<file path="config.mk">
export PLATFORM = sky130hd
export DESIGN_NAME = mac_window_collector
export DESIGN_NICKNAME = d
export VERILOG_FILES = /design/src/rtl/mac_collect_pkg.sv /design/src/rtl/mac_collect_fifo.sv /design/src/rtl/mac_window_collector.sv
export SDC_FILE = /design/constraint.sdc
export NUM_CORES = 1
export LEC_CHECK = 0
export ABC_AREA = 1
export CORE_ASPECT_RATIO = 0.6
export CORE_MARGIN = 8
export CORE_UTILIZATION = 60
export DETAILED_ROUTE_END_ITERATION = 8
export MAX_ROUTING_LAYER = met4
export PLACE_DENSITY = 0.85
export SETUP_SLACK_MARGIN = 0.1
export SLEW_MARGIN = 15
export SYNTH_ARGS = -nofsm -noshare
export SYNTH_HDL_FRONTEND = slang
export SYNTH_HIERARCHICAL = 1
export SYNTH_SLANG_ARGS = --single-unit
</file>
<file path="constraint.sdc">
create_clock -name i_clk -period 5.8 [get_ports i_clk]
set_input_delay 1.16 -clock i_clk [delete_from_list [all_inputs] [get_ports i_clk]]
set_output_delay 1.16 -clock i_clk [all_outputs]
set_load 0.02 [all_outputs]
</file>
<file path="src/rtl/mac_collect_pkg.sv">
// Shared types and the round/saturate helper for the MAC window collector.
// Rounding is selected at build time by MAC_COLLECT_ROUND_EN.
package mac_collect_pkg;

   typedef enum logic {
      IDLE  = 1'b0,
      ACCUM = 1'b1
   } state_t;

   localparam int OUT_W_DEF = 16;
   localparam int SHIFT_DEF = 8;

   // Returns the saturated value sign-extended to 64 bits; the caller keeps the low out_w bits.
   function automatic logic signed [63:0] sat_round(input logic signed [63:0] sum,
                                                    input int shift,
                                                    input int out_w);
      logic signed [63:0] v;
      logic signed [63:0] hi;
      logic signed [63:0] lo;
      v = sum;
`ifdef MAC_COLLECT_ROUND_EN
      if (shift > 0) v = v + (64'sd1 <<< (shift - 1));
`endif
      v  = v >>> shift;
      hi = (64'sd1 <<< (out_w - 1)) - 64'sd1;
      lo = -(64'sd1 <<< (out_w - 1));
      if (v > hi)      v = hi;
      else if (v < lo) v = lo;
      return v;
   endfunction

endpackage

</file>
<file path="src/rtl/mac_collect_fifo.sv">
// Two-entry result FIFO; a push while full is accepted only when a pop happens in the same cycle.
module mac_collect_fifo
   import mac_collect_pkg::*;
#(
   parameter int W = OUT_W_DEF
) (
   input  logic         i_clk,
   input  logic         i_rst,
   input  logic         i_push,
   input  logic         i_pop,
   input  logic [W-1:0] i_data,
   output logic [W-1:0] o_data,
   output logic         o_full,
   output logic         o_empty,
   output logic         o_drop
);

   logic [W-1:0] r_mem [2];
   logic         r_wr;
   logic         r_rd;
   logic [1:0]   r_count;
   logic         w_push_ok;
   logic         w_pop_ok;

   assign o_full    = (r_count == 2'd2);
   assign o_empty   = (r_count == 2'd0);
   assign w_pop_ok  = i_pop & ~o_empty;
   assign w_push_ok = i_push & (~o_full | i_pop);
   assign o_drop    = i_push & o_full & ~i_pop;
   assign o_data    = r_mem[r_rd];

   always_ff @(posedge i_clk or posedge i_rst) begin
      if (i_rst) begin
         for (int i = 0; i < 2; i++) r_mem[i] <= '0;
         r_wr    <= 1'b0;
         r_rd    <= 1'b0;
         r_count <= 2'd0;
      end else begin
         if (w_push_ok) begin
            r_mem[r_wr] <= i_data;
            r_wr        <= ~r_wr;
         end
         if (w_pop_ok) r_rd <= ~r_rd;
         r_count <= r_count + {1'b0, w_push_ok} - {1'b0, w_pop_ok};
      end
   end

endmodule

</file>
<file path="src/rtl/mac_window_collector.sv">
// Turns the free-running MAC accumulator into one rounded, saturated result per window.
// Build option MAC_COLLECT_ROUND_EN selects round-half-up instead of truncation.
module mac_window_collector
   import mac_collect_pkg::*;
#(
   parameter int ACC_W = 32,
   parameter int OUT_W = OUT_W_DEF,
   parameter int SHIFT = SHIFT_DEF,
   parameter int CNT_W = 8
) (
   input  logic             i_clk,
   input  logic             i_rst,
   input  logic             i_in_valid,
   input  logic [ACC_W-1:0] i_acc_in,
   input  logic [ACC_W-1:0] i_prod_in,
   input  logic [CNT_W-1:0] i_win_len,
   input  logic             i_clear,
   output logic             o_out_valid,
   input  logic             i_out_ready,
   output logic [OUT_W-1:0] o_out_data,
   output logic             o_busy,
   output logic             o_drop_flag
);

   // state | meaning
   // IDLE  | no window open; next valid sample opens one (and may close it if len==1)
   // ACCUM | window open, counting samples until cnt reaches len

   state_t           r_state, w_state_nxt;
   logic [CNT_W-1:0] r_cnt, w_cnt_nxt;
   logic [CNT_W-1:0] r_len, w_len_nxt;
   logic [CNT_W-1:0] w_len_eff;
   logic [CNT_W-1:0] w_cnt_inc;
   logic [ACC_W-1:0] r_base, w_base_nxt;
   logic [ACC_W-1:0] w_base_new;
   logic [ACC_W-1:0] w_base_sel;
   logic [ACC_W-1:0] w_sum;
   logic [63:0]      w_sum_ext;
   logic [OUT_W-1:0] w_result;
   logic             w_push;
   logic             w_pop;
   logic             w_drop;
   logic             w_full;
   logic             w_empty;
   logic             r_drop;

   assign w_len_eff  = (i_win_len == '0) ? CNT_W'(1) : i_win_len;
   assign w_cnt_inc  = r_cnt + CNT_W'(1);
   assign w_base_new = i_acc_in - i_prod_in;
   // The completing sample of a length-1 window is also its first, so it must use the fresh base.
   assign w_base_sel = (r_state == IDLE) ? w_base_new : r_base;
   assign w_sum      = i_acc_in - w_base_sel;
   assign w_sum_ext  = {{(64-ACC_W){w_sum[ACC_W-1]}}, w_sum};
   assign w_result   = OUT_W'(sat_round(w_sum_ext, SHIFT, OUT_W));

   always_comb begin
      w_state_nxt = r_state;
      w_cnt_nxt   = r_cnt;
      w_len_nxt   = r_len;
      w_base_nxt  = r_base;
      w_push      = 1'b0;
      if (i_clear) begin
         w_state_nxt = IDLE;
         w_cnt_nxt   = '0;
      end else begin
         case (r_state)
            IDLE: begin
               if (i_in_valid) begin
                  w_base_nxt = w_base_new;
                  w_len_nxt  = w_len_eff;
                  w_cnt_nxt  = CNT_W'(1);
                  if (w_len_eff == CNT_W'(1)) w_push      = 1'b1;
                  else                        w_state_nxt = ACCUM;
               end
            end
            ACCUM: begin
               if (i_in_valid) begin
                  w_cnt_nxt = w_cnt_inc;
                  if (w_cnt_inc == r_len) begin
                     w_push      = 1'b1;
                     w_state_nxt = IDLE;
                  end
               end
            end
            default: w_state_nxt = IDLE;
         endcase
      end
   end

   always_ff @(posedge i_clk or posedge i_rst) begin
      if (i_rst) begin
         r_state <= IDLE;
         r_cnt   <= '0;
         r_len   <= CNT_W'(1);
         r_base  <= '0;
         r_drop  <= 1'b0;
      end else begin
         r_state <= w_state_nxt;
         r_cnt   <= w_cnt_nxt;
         r_len   <= w_len_nxt;
         r_base  <= w_base_nxt;
         if (w_drop) r_drop <= 1'b1;
      end
   end

   assign w_pop       = ~w_empty & i_out_ready;
   assign o_out_valid = ~w_empty;
   assign o_busy      = (r_state == ACCUM);
   assign o_drop_flag = r_drop;

   mac_collect_fifo #(
      .W (OUT_W)
   ) u_fifo (
      .i_clk   (i_clk),
      .i_rst   (i_rst),
      .i_push  (w_push),
      .i_pop   (w_pop),
      .i_data  (w_result),
      .o_data  (o_out_data),
      .o_full  (w_full),
      .o_empty (w_empty),
      .o_drop  (w_drop)
   );

   logic w_unused;
   assign w_unused = w_full;

endmodule

</file>
==> results by group <==
Synthesis
  – Synth warn: 6
  – Mapped Cells: 1,314
  – Post-synth net total: approximately 1,500
  – Mean Syn Cell Area: 6.358 um2
  – Post-Syn Area: around 8400 um2

Global route
  – Total GRT Usage: between 30% and 40%
  – Largest net degree at the start of global routing: 63
  – First-pass GRT wire length: 43,880 um
  – Initial antenna violation count: 0
  – Grt ovf: 0
  – Vias in the first global route: about 8,500

Place
  – Buffers on Ports: 95
  – Dpl ws: -0.2785 ns
  – DP HPWL: ~22,000 um
  – Placed cell area: 9812 um2
  – Final Wtd Congestion: 0.9891

Routing
  – WL/cell: roughly 18 um
  – DRC: 0
  – Via Count: about 9,500
  – Post-DR vias/cell: 5.785
  – DRT antenna net count: 0
  – Total routed wirelength: about 29,000 um
  – Initial DRC count: between 1,000 and 1,500
  – Pre-antenna DRT Iters: 5

CTS
  – TritonCTS buffer count: 9
  – TritonCTS clock tree: built
  – Clock Path Buffers: 2
  – Latest clock arrival within the worst-skew pair: about 0.35 ns
  – CTS sink count: 86
  – Hold Buf Count CTS: 0
  – CTS H-tree lvls: 3
  – Clk pin slew, worst setup/hold paths: about 0.070 ns
  – Root Driver: clkbuf_16

Finish
  – Antenna cells: 0
  – Fillers: 1,041
  – Multi-input logic area: ~5900 um2
  – Final Cell Area: around 11,000 um2
  – Most frequent cells in the layout: nand2_1, inv_1, clkdlybuf4s50_1
  – Layout area overhead: 28.53%
  – Leading cell type in the layout, fill and taps excluded: nand2_1
  – Final nets: around 1,600
  – Register Area: ~2200 um2
  – Share of layout cells above drive strength 1: ~15%

Die
  – Die Area: 18,080 um2
  – Die X: 168.3 um
  – # rows: 33
  – Die extent in y: approximately 110 um
  – Initial core utilization: approximately 60%
  – Core area: 13,630 um2
  – # IOs: 96

Timing
  – # setup viols final: 0
  – Fin crit period: between 5 and 6 ns
  – Max frequency: 180.7 MHz
  – Final Max Slew Viols: 0
  – Worst Clk Skew: roughly 0.009 ns
  – Worst-margin pin slew: 0.7412 ns
  – Final hold vios: 0
  – Tcrit/Tclk final: between 90 and 100%
  – Final WS setup: about 0.27 ns
  – Relative slew slack: 50.28%

Worst hold path
  – HP Class: register to register

Power and ir drop
  – Pwr dens: roughly 350 nW/um2
  – Leakage Power: ~5.5 nW
  – Pwr Total: between 3 and 4 mW
  – VDD IR-drop max: about 0.00029 V

Critical path
  – Worst path slowest cell: clkdlybuf4s50_1
  – Worst EP required: between 6 and 7 ns
  – Crit path DAT: approximately 5.8 ns
  – Crit Path Max Fanout: 7
  – Top cell by count, worst path: nand2_1
  – Delay of the slowest critical-path stage: roughly 0.45 ns
  – Top Family by Delay on Critical Path: simple AND/OR/NAND/NOR gates
  – Crit path kind: input port to register
  – Crit. End Element: register
  – WP buf/inv: 3
  – Crit start category: input port

Status
  – Run status: finished, final reports clean

Flow run
  – Max-cap violations: 0
[layout make-up]
cell class              count  area share [%]
multi-input cells        1019           55.00
flip-flops and latches     86           20.05
repair buffers            169           14.05
inverters                 179           6.281
clock buffers              12           2.389
well taps                 175           2.039
clock inverters             3          0.1864
[tightest hold or removal path: stages, from the launching register on]
cell and delay [ns]:
dfrtp_1 0.34, nand2_1 0.06, nand2_1 0.05
[report_power, final]
group / total (mW) / internal [mW] / switching, mW
clock: 0.575 / 0.312 / 0.264
combinational: 2.23 / 0.853 / 1.38
sequential: 0.903 / 0.791 / 0.112
[through the flow]
| step | setup TNS (ns) | util, % | hold WS, ns | instances |
|---|---|---|---|---|
| 6_report | 0 | 78.81 | 0.4729 | 1643 |
| 5_1_grt | -0.2171 | 78.81 | 0.4911 | 1643 |
| 4_1_cts | 0 | 74.07 | 0.4752 | 1627 |
| 3_5_place_dp | -7.614 | 72.01 | 0.4582 | 1612 |
| 3_3_place_gp | -5.075 | 72.01 | 0.4546 | 1612 |
| 2_1_floorplan | 0 | - | 0.4417 | 1314 |
[worst paths after layout]
kind | start | endpoint | slack (ns) | cells after the start
setup / recovery | i_prod_in[0] | u_fifo/r_mem[21] | 0.27 | 35
hold / removal | u_fifo/r_mem[20] | u_fifo/r_mem[20] | 0.47 | 2
setup reg to reg | o_busy | u_fifo/r_mem[21] | 1.69 | 20
hold reg to reg | u_fifo/r_mem[20] | u_fifo/r_mem[20] | 0.47 | 2
max in group asynchronous | i_rst | r_len[3] | 3.94 | 3
min in group asynchronous | i_rst | u_fifo/r_mem[8] | 1.26 | 3
[registers in the layout (all words and copies together) (netlist names)]
signal / flops
r_cnt: 8
o_busy: 1
r_base: 32
o_drop_flag: 1
u_fifo/r_count: 2
u_fifo/r_mem: 32
r_len: 8
u_fifo/r_wr: 1
u_fifo/r_rd: 1
[timing repair]
action / in CTS / in global routing
gates resized for setup: 2 / 127
endpoints found under the setup margin: 28 / 32
gates cloned: 0 / 2
setup buffers: 0 / 14
pin swaps: 0 / 45
[metal layers]
layer | part of all wire (%) | GRT usage (%)
met1 | 46 | 44.61
met2 | 40 | 42.93
met3 | 13 | 8.532
met4 | 1.4 | 5.834
met5 | 0 | -
Power figures use the tool's default switching activity.
==> RTL change (config.mk and constraints unchanged) <==
Add a define of `MAC_COLLECT_ROUND_EN`.
--- a/src/rtl/mac_collect_pkg.sv
+++ b/src/rtl/mac_collect_pkg.sv
@@ -1,5 +1,7 @@
 // Shared types and the round/saturate helper for the MAC window collector.
 // Rounding is selected at build time by MAC_COLLECT_ROUND_EN.
+`define MAC_COLLECT_ROUND_EN
+
 package mac_collect_pkg;
 
    typedef enum logic {
Behaviour: not the same (a bounded check fails within 4 cycles, from zero or initial values and one cycle with i_rst high).
==> RTL change against the original RTL <==
The run now fails in 5_1_grt. Synthesized area rose by 10%.
==> RTL change: results (changes against the original RTL) <==
- Outcome: did not finish
- Halt Stage: 5_1_grt
- Error msg: [ERROR GRT-0232] Routing congestion too high. Check the congestion heatmap in the GUI.
- TritonCTS buffer count: 9 (unchanged)
- Detailed-placement wirelength estimate: 26500 um (+22%)
- H-Tree Depth: 3 (unchanged)
- Port buffer count: 95 (unchanged)
- Root Buffer: clkbuf_16
- Max clock buf depth: 2 (unchanged)
- Clk sink count: 86 (unchanged)
- YS warnings: 6 (unchanged)
- Largest net degree at the start of global routing: 65
- Grt ovf: 937
- Post-Synthesis Cells: 1509 (+15%)
- Placed cells: 2005 (+24%)
- GRT Util Overall: 0.926
- Kind of the worst endpoint: sequential cell input
- Placer Congestion: 0.983 (-0.66%)
- GR repair worst EP: u_fifo/r_mem[23]$_DFFE_PP0P_/D
- Syn_nets: 1652 (+13%)
-- RTL change: per-layer routing --
metal / GRT overflow / track usage
met5: - / -
met3: 19 / 0.805
met1: 19 / 0.845
met4: 221 / 0.973
met2: 678 / 1.10
-- RTL change: per-stage QoR --
stage | instance area (um2) | util | worst slack [ns]
floorplan | 9200 | - | 0.162
global placement | 12000 | 0.792 | -1.04
detailed placement | 12000 | 0.792 | -1.24
CTS | 13600 | 0.896 | 0.0506
-- RTL change: repair_timing --
| action | 4_1_cts |
|---|---|
| setup buffers | 55 |
| pin swaps | 117 |
| endpoints found under the setup margin | 32 |
| resized for setup | 278 |
| cloned | 2 |
